$ cat src/rtl/if_ctrl.sv
// Instruction-fetch sequencer: owns the fetch PC, issues one-outstanding word
// requests to instruction memory and buffers returned words in a small FIFO
// presented to decode. Redirects flush the FIFO and discard in-flight fetches.
module if_ctrl #(
  parameter int unsigned     XLEN     = 32,
  parameter logic [XLEN-1:0] RESET_PC = '0,
  parameter int unsigned     DEPTH    = 2
) (
  input  logic            clk,
  input  logic            rst,
  output logic            imem_req,
  output logic [XLEN-1:0] imem_addr,
  input  logic            imem_ack,
  input  logic [XLEN-1:0] imem_rdata,
  input  logic            redirect,
  input  logic [XLEN-1:0] redirect_pc,
  output logic            inst_valid,
  output logic [XLEN-1:0] inst,
  output logic [XLEN-1:0] inst_pc,
  input  logic            inst_ready
);

  localparam int unsigned     PtrW = (DEPTH > 1) ? $clog2(DEPTH) : 1;
  localparam int unsigned     CntW = $clog2(DEPTH + 1);
  localparam logic [XLEN-1:0] Nop  = XLEN'(32'h0000_0013);

  typedef enum logic [0:0] {StFetch, StDrop} state_e;

  state_e            state_q, state_d;
  logic [XLEN-1:0]   pc_q, pc_d;
  logic [XLEN-1:0]   drop_addr_q, drop_addr_d;
  logic [CntW-1:0]   count_q, count_d;
  logic [PtrW-1:0]   rd_ptr_q, rd_ptr_d;
  logic [PtrW-1:0]   wr_ptr_q, wr_ptr_d;
  logic [XLEN-1:0]   fifo_pc_q [DEPTH];
  logic [XLEN-1:0]   fifo_pc_d [DEPTH];
  logic [XLEN-1:0]   fifo_data_q [DEPTH];
  logic [XLEN-1:0]   fifo_data_d [DEPTH];

  logic            has_space;
  logic            req_int;
  logic            xfer;
  logic            push;
  logic            pop;
  logic            unused_pc_bits;

  // Low two bits of the redirect target are architecturally ignored.
  assign unused_pc_bits = ^redirect_pc[1:0];

  // Request, FIFO head and handshake decode; rst forces idle outputs.
  always_comb begin
    has_space  = count_q < CntW'(DEPTH);
    req_int    = (state_q == StDrop) || has_space;
    imem_req   = !rst && req_int;
    if (rst) begin
      imem_addr = RESET_PC;
    end else if (state_q == StDrop) begin
      imem_addr = drop_addr_q;
    end else begin
      imem_addr = pc_q;
    end
    xfer       = imem_req && imem_ack;
    inst_valid = !rst && (count_q != '0);
    inst       = inst_valid ? fifo_data_q[rd_ptr_q] : Nop;
    inst_pc    = inst_valid ? fifo_pc_q[rd_ptr_q] : '0;
    pop        = inst_valid && inst_ready;
    // Data returned for a dropped address, or during a redirect, is discarded.
    push       = xfer && (state_q == StFetch) && !redirect;
  end

  // Next-state for PC, FSM, FIFO pointers/count and storage.
  always_comb begin
    state_d     = state_q;
    pc_d        = pc_q;
    drop_addr_d = drop_addr_q;
    count_d     = count_q;
    rd_ptr_d    = rd_ptr_q;
    wr_ptr_d    = wr_ptr_q;
    fifo_pc_d   = fifo_pc_q;
    fifo_data_d = fifo_data_q;

    unique case (state_q)
      StFetch: if (xfer) pc_d = pc_q + XLEN'(4);
      StDrop:  if (xfer) state_d = StFetch;
      default: state_d = StFetch;
    endcase

    if (push) begin
      fifo_pc_d[wr_ptr_q]   = pc_q;
      fifo_data_d[wr_ptr_q] = imem_rdata;
    end

    if (redirect) begin
      pc_d     = {redirect_pc[XLEN-1:2], 2'b00};
      count_d  = '0;
      rd_ptr_d = '0;
      wr_ptr_d = '0;
      // An unacked request cannot be withdrawn; remember it and swallow its ack.
      if ((state_q == StFetch) && req_int && !imem_ack) begin
        state_d     = StDrop;
        drop_addr_d = pc_q;
      end
    end else begin
      if (push) wr_ptr_d = wr_ptr_q + PtrW'(1);
      if (pop)  rd_ptr_d = rd_ptr_q + PtrW'(1);
      unique case ({push, pop})
        2'b10:   count_d = count_q + CntW'(1);
        2'b01:   count_d = count_q - CntW'(1);
        default: count_d = count_q;
      endcase
    end
  end

  // Control state with synchronous reset.
  always_ff @(posedge clk) begin
    if (rst) begin
      state_q     <= StFetch;
      pc_q        <= RESET_PC;
      drop_addr_q <= RESET_PC;
      count_q     <= '0;
      rd_ptr_q    <= '0;
      wr_ptr_q    <= '0;
    end else begin
      state_q     <= state_d;
      pc_q        <= pc_d;
      drop_addr_q <= drop_addr_d;
      count_q     <= count_d;
      rd_ptr_q    <= rd_ptr_d;
      wr_ptr_q    <= wr_ptr_d;
    end
  end

  // FIFO storage; contents are don't-care while count is zero.
  always_ff @(posedge clk) begin
    fifo_pc_q   <= fifo_pc_d;
    fifo_data_q <= fifo_data_d;
  end

endmodule

$ cat config.mk
export PLATFORM = sky130hd
export DESIGN_NAME = if_ctrl
export DESIGN_NICKNAME = d
export VERILOG_FILES = /design/src/rtl/if_ctrl.sv
export SDC_FILE = /design/constraint.sdc
export NUM_CORES = 1
export LEC_CHECK = 0
export CAP_MARGIN = 20
export CORE_MARGIN = 4
export CORE_UTILIZATION = 48
export CTS_BUF_LIST = sky130_fd_sc_hd__clkbuf_8
export CTS_CLUSTER_SIZE = 8
export DETAILED_ROUTE_END_ITERATION = 6
export PLACE_DENSITY = 0.78
export SYNTH_ARGS = -nofsm -noshare
export SYNTH_HDL_FRONTEND = slang
export SYNTH_SLANG_ARGS = --single-unit
$ cat constraint.sdc
create_clock -name clk -period 5.11 [get_ports clk]
set_input_delay 1.022 -clock clk [delete_from_list [all_inputs] [get_ports clk]]
set_output_delay 1.022 -clock clk [all_outputs]
set_load 0.01 [all_outputs]
* Yosys cells after proc, flatten, opt, wreduce, memory -nomap -nowiden
Cells that the tools add are included. Widths: inputs -> output; s select.
Word-level totals: register bits after elaboration 197, output and inout port bits 98, word-level logic and storage cells 68
Cells by class: muxes and demuxes 22, reduce and logical (&&, ||, !) cells 20, $lt $le $gt $ge 4, bitwise logic cells 3, add/sub/neg operators 5, eq/ne operators 3
Operators with widths (number):
- $mux 32 | 14
- $bwmux 64 | 2
- $add 32x3->32 const B | 1
- $demux 32 s1 | 1
- $logic_and 1x1->1 | 9
- $reduce_and 2->1 | 3
- $reduce_bool 2->1 | 3
- $ge 2x2->1 const B | 2
- $mux 1 | 4
- $not 1->2 | 2
- $pmux 2 s2 | 1
- $logic_not 1->1 | 3
- $add 1x1->1 const B | 2
- $add 2x1->2 const B | 1
- $eq 2x1->1 const B | 1
- $eq 2x2->1 const B | 1
- $lt 2x1->1 const B | 1
- $lt 2x2->1 const B | 1
- $ne 2x2->1 const B | 1
- $reduce_or 2->1 | 1
- $sub 2x1->2 const B | 1
- $logic_or 1x1->1 | 1
- $not 1->1 | 1

* Depth between registers and ports, before layout
word-level depth 8, depth in mapped cells 9, depth with buffers taken out 7

* Worst setup path after synthesis
No wires, ideal clock.
kind input port to flip-flop, start point input port redirect, end point register fifo_data_q[32] (netlist name), enable pin, required time 4.628 ns, stages 6, slack 0.036 ns, arrival 4.592 ns, cell sequence clkbuf_1 -> inv_1 -> clkbuf_1 -> buf_1 -> nand2_1 -> nor2_1
Between the ends: longest elaborated chain between the ends 2
RTL lines:
- start, declared | RTL line 15 | input logic redirect,
- $logic_not 1->1 | RTL line 68 | push = xfer && (state_q == StFetch) && !redirect;
- $logic_and 1x1->1 | RTL line 68
- end signal, assigned | RTL line 136 | fifo_data_q <= fifo_data_d;
- end, declared | RTL line 37 | logic [XLEN-1:0] fifo_data_q [DEPTH];
Every way passes these cells. A chain may end at the register's enable or synchronous reset.

* Worst setup path after layout
start point register count_q[1], end point output port inst[7]
Between the ends: longest elaborated chain between the ends 3
RTL lines:
- start, declared | RTL line 32 | logic [CntW-1:0] count_q, count_d;
- start signal, assigned | RTL line 127 | count_q <= count_d;
- $reduce_bool 2->1 | RTL line 63 | inst_valid = !rst && (count_q != '0);
- $logic_and 1x1->1 | RTL line 63
- $mux 32 | RTL line 64 | inst = inst_valid ? fifo_data_q[rd_ptr_q] : Nop;
- end, declared | RTL line 18 | output logic [XLEN-1:0] inst,
Every way passes these cells.

==> impl_metrics.env <==
export IMPL_cts_tree="done"
export IMPL_drc=0
export IMPL_clockBufferDepth=2
export IMPL_detail_route_wl_per_cell_um=16.6
export IMPL_drt_pass1_iterations=5
export IMPL_synth_top_cell_area_share=0.451
export IMPL_die_width_um=139
export IMPL_cp_arrival_ns=2.69
export IMPL_synth_edf_count=124
export IMPL_wl_mm=18.2
export IMPL_yosysSeqAreaShare=0.608
export IMPL_track_usage=0.183
export IMPL_p_total_mw=2.92
export IMPL_yosys_top_cells_area="edfxtp_1 45%, dfxtp_1 16%, mux2i_1 11%"
export IMPL_fin_skew_ns=0.0124
export IMPL_finalHoldViolations=0
export IMPL_synth_flop_cell="edfxtp_1"
export IMPL_hp_class="reg -> reg"
export IMPL_syn2layout_area_growth_pct=26.1
export IMPL_ys_types=43
export IMPL_worstSetupPathType="reg -> out"
export IMPL_antenna_found_initial=0
export IMPL_port_buffer_count=160
export IMPL_cp_max_fo=34
export IMPL_max_stage_delay_ns=0.75
export IMPL_end_kind="output port"
export IMPL_cap_violations=0
export IMPL_cts_htree_levels=4
export IMPL_stdcell_count=1095
export IMPL_finalSetupViolCount=0
export IMPL_period_needed_ns=3.71
export IMPL_postCtsSetupBuffers=0
export IMPL_synth_area_um2=8260
export IMPL_max_slew_margin_rel=0.268
export IMPL_hpwlAfterDp_mm=12.2
export IMPL_synth_seq_cells=189
export IMPL_async_reset_ff_frac=0
export IMPL_cts_resized=0
export IMPL_fin_crit_sh=0.726
export IMPL_grt_pass1_vias=5623
export IMPL_drive_above_1_share=0.0651
export IMPL_p_leak_nw=3.27
export IMPL_synth_top_area_cell="edfxtp_1"
export IMPL_core_um2=16700
export IMPL_ant_nets=0
export IMPL_avgSynthCellArea_um2=11.4
export IMPL_boundaryPins=167
export IMPL_clkTransAtPathRegs_ns=0.09
export IMPL_rows=47
export IMPL_via_count=5847
export IMPL_dp_cells=1063
export IMPL_grt_pass1_wl_mm=28.6
export IMPL_final_util=0.624
export IMPL_cts_hold_buf=0
export IMPL_die_y_um=139
export IMPL_final_nets=933
export IMPL_clk_latency_ns=0.45
export IMPL_fin_setup_tns_ns=0
export IMPL_critPathRequiredTime_ns=4.09
export IMPL_worstMarginPinSlew_ns=1.10
export IMPL_ir_drop_v=0.000162
export IMPL_yosysMostFrequentCell="edfxtp_1"
export IMPL_grt_setup_unrepaired="no"
export IMPL_clock_fmax_mhz=269
export IMPL_start_util=0.495
export IMPL_overflow=0
export IMPL_synth_warnings=0
export IMPL_die_area_um2=19400
export IMPL_synth_common_cells="124 x edfxtp_1, 117 x nor2_1, 92 x mux2i_1, 79 x nand2_1, 65 x dfxtp_1"
export IMPL_status="complete, no violations"
export IMPL_drt_initial_drc_count=382
export IMPL_grt_max_degree=96
export IMPL_syn_inst=726
export IMPL_numCtsBuffers=17
export IMPL_p_per_area_nw_per_um2=280
export IMPL_crit_chain="o21bai_4, buf_4, nor2_1, clkdlybuf4s50_1"
export IMPL_clock_sinks=189
export IMPL_antenna_cells=0
export IMPL_slew_violations=0
export IMPL_slowest_stage="o21bai_4"
export IMPL_place_gp_congestion=0.870
export IMPL_vias_per_cell=5.34
export IMPL_cts_root_buffer="clkbuf_8"
export IMPL_cp_start_kind="flop"
==> cells in the final DEF, fill, tap and decap left out, types with 12 or more instances in the layout <==
cell,netlist,routed
clkdlybuf4s50_1,0,159
edfxtp_1,124,124
nor2_1,117,116
mux2i_1,92,92
nand2_1,79,79
dfxtp_1,65,63
a21oi_1,36,36
clkbuf_8,0,19
a211oi_1,15,15
nand3_1,14,14
inv_1,11,12
nand4_1,12,12
==> report_power, final <==
part / leakage (nW) / internal [mW] / switching (mW) / total [mW]
Sequential: 1.66 / 1.67 / 0.0614 / 1.73
Clock: 0.204 / 0.454 / 0.495 / 0.949
Combinational: 1.41 / 0.127 / 0.111 / 0.238
Total: 3.27 / 2.25 / 0.667 / 2.92
==> critical path: cells and delay by family, from the launching register on <==
family	cells	cell delay [ns]
simple gates	1	0.11
buf+inv	2	0.90
compound gates	1	0.75
flops	1	0.48
==> flip-flops by register name (all words and copies together), names as in the netlist <==
register     cells
fifo_data_q     64
fifo_pc_q       60
rd_ptr_q         1
count_q          2
wr_ptr_q         1
state_q          1
pc_q            30
drop_addr_q     30
==> final cells by class <==
class / instances / area, um2
Fill cell: 1366 / 6280
Sequential cell: 189 / 5030
Multi-Input combinational cell: 472 / 2980
Timing Repair Buffer: 171 / 1700
Tap cell: 220 / 275
Clock buffer: 19 / 262
Clock inverter: 13 / 124
Inverter: 11 / 41.3
==> metrics by stage <==
step                      worst slack, ns  cell area [um2]  hold slack, ns
final                                1.40            10400           0.457
after global routing                 1.18            10400           0.471
after CTS                            1.31            10400           0.459
after detailed placement             1.46            10000           0.446
after global placement               1.48            10000           0.441
after floorplan                    0.0356             8280           0.424
==> kinds of logic after synthesis <==
group | after synthesis | share of synthesized area
multiplexers | 92 | 0.111
flip-flops | 189 | 0.608
AND/OR/NAND/NOR | 274 | 0.153
other | 1 | 0.000454
adder cells (fa/ha/maj) | 2 | 0.00303
AO/OA/AOI/OAI | 84 | 0.0710
buffers and inverters | 68 | 0.0362
XOR/XNOR | 16 | 0.0170
==> path summary, 6_finish.rpt <==
check	slack [ns]	from	cells past startpoint	endpoint
worst max register to register	2.32	state_q	4	pc_q[23]
worst min-delay path	0.46	drop_addr_q[3]	2	drop_addr_q[3]
worst max-delay path	1.40	count_q[1]	4	inst[7]
worst min register to register	0.46	drop_addr_q[3]	2	drop_addr_q[3]
==> layer usage <==
layer	vias to the layer above	wire length (um)	GRT usage
met5	-	0	0
met4	0	210	0.0463
met3	17	1020	0.0415
met2	186	8600	0.298
met1	2749	8390	0.252
li1	2895	-	-
(Power assumes the default switching activity.)
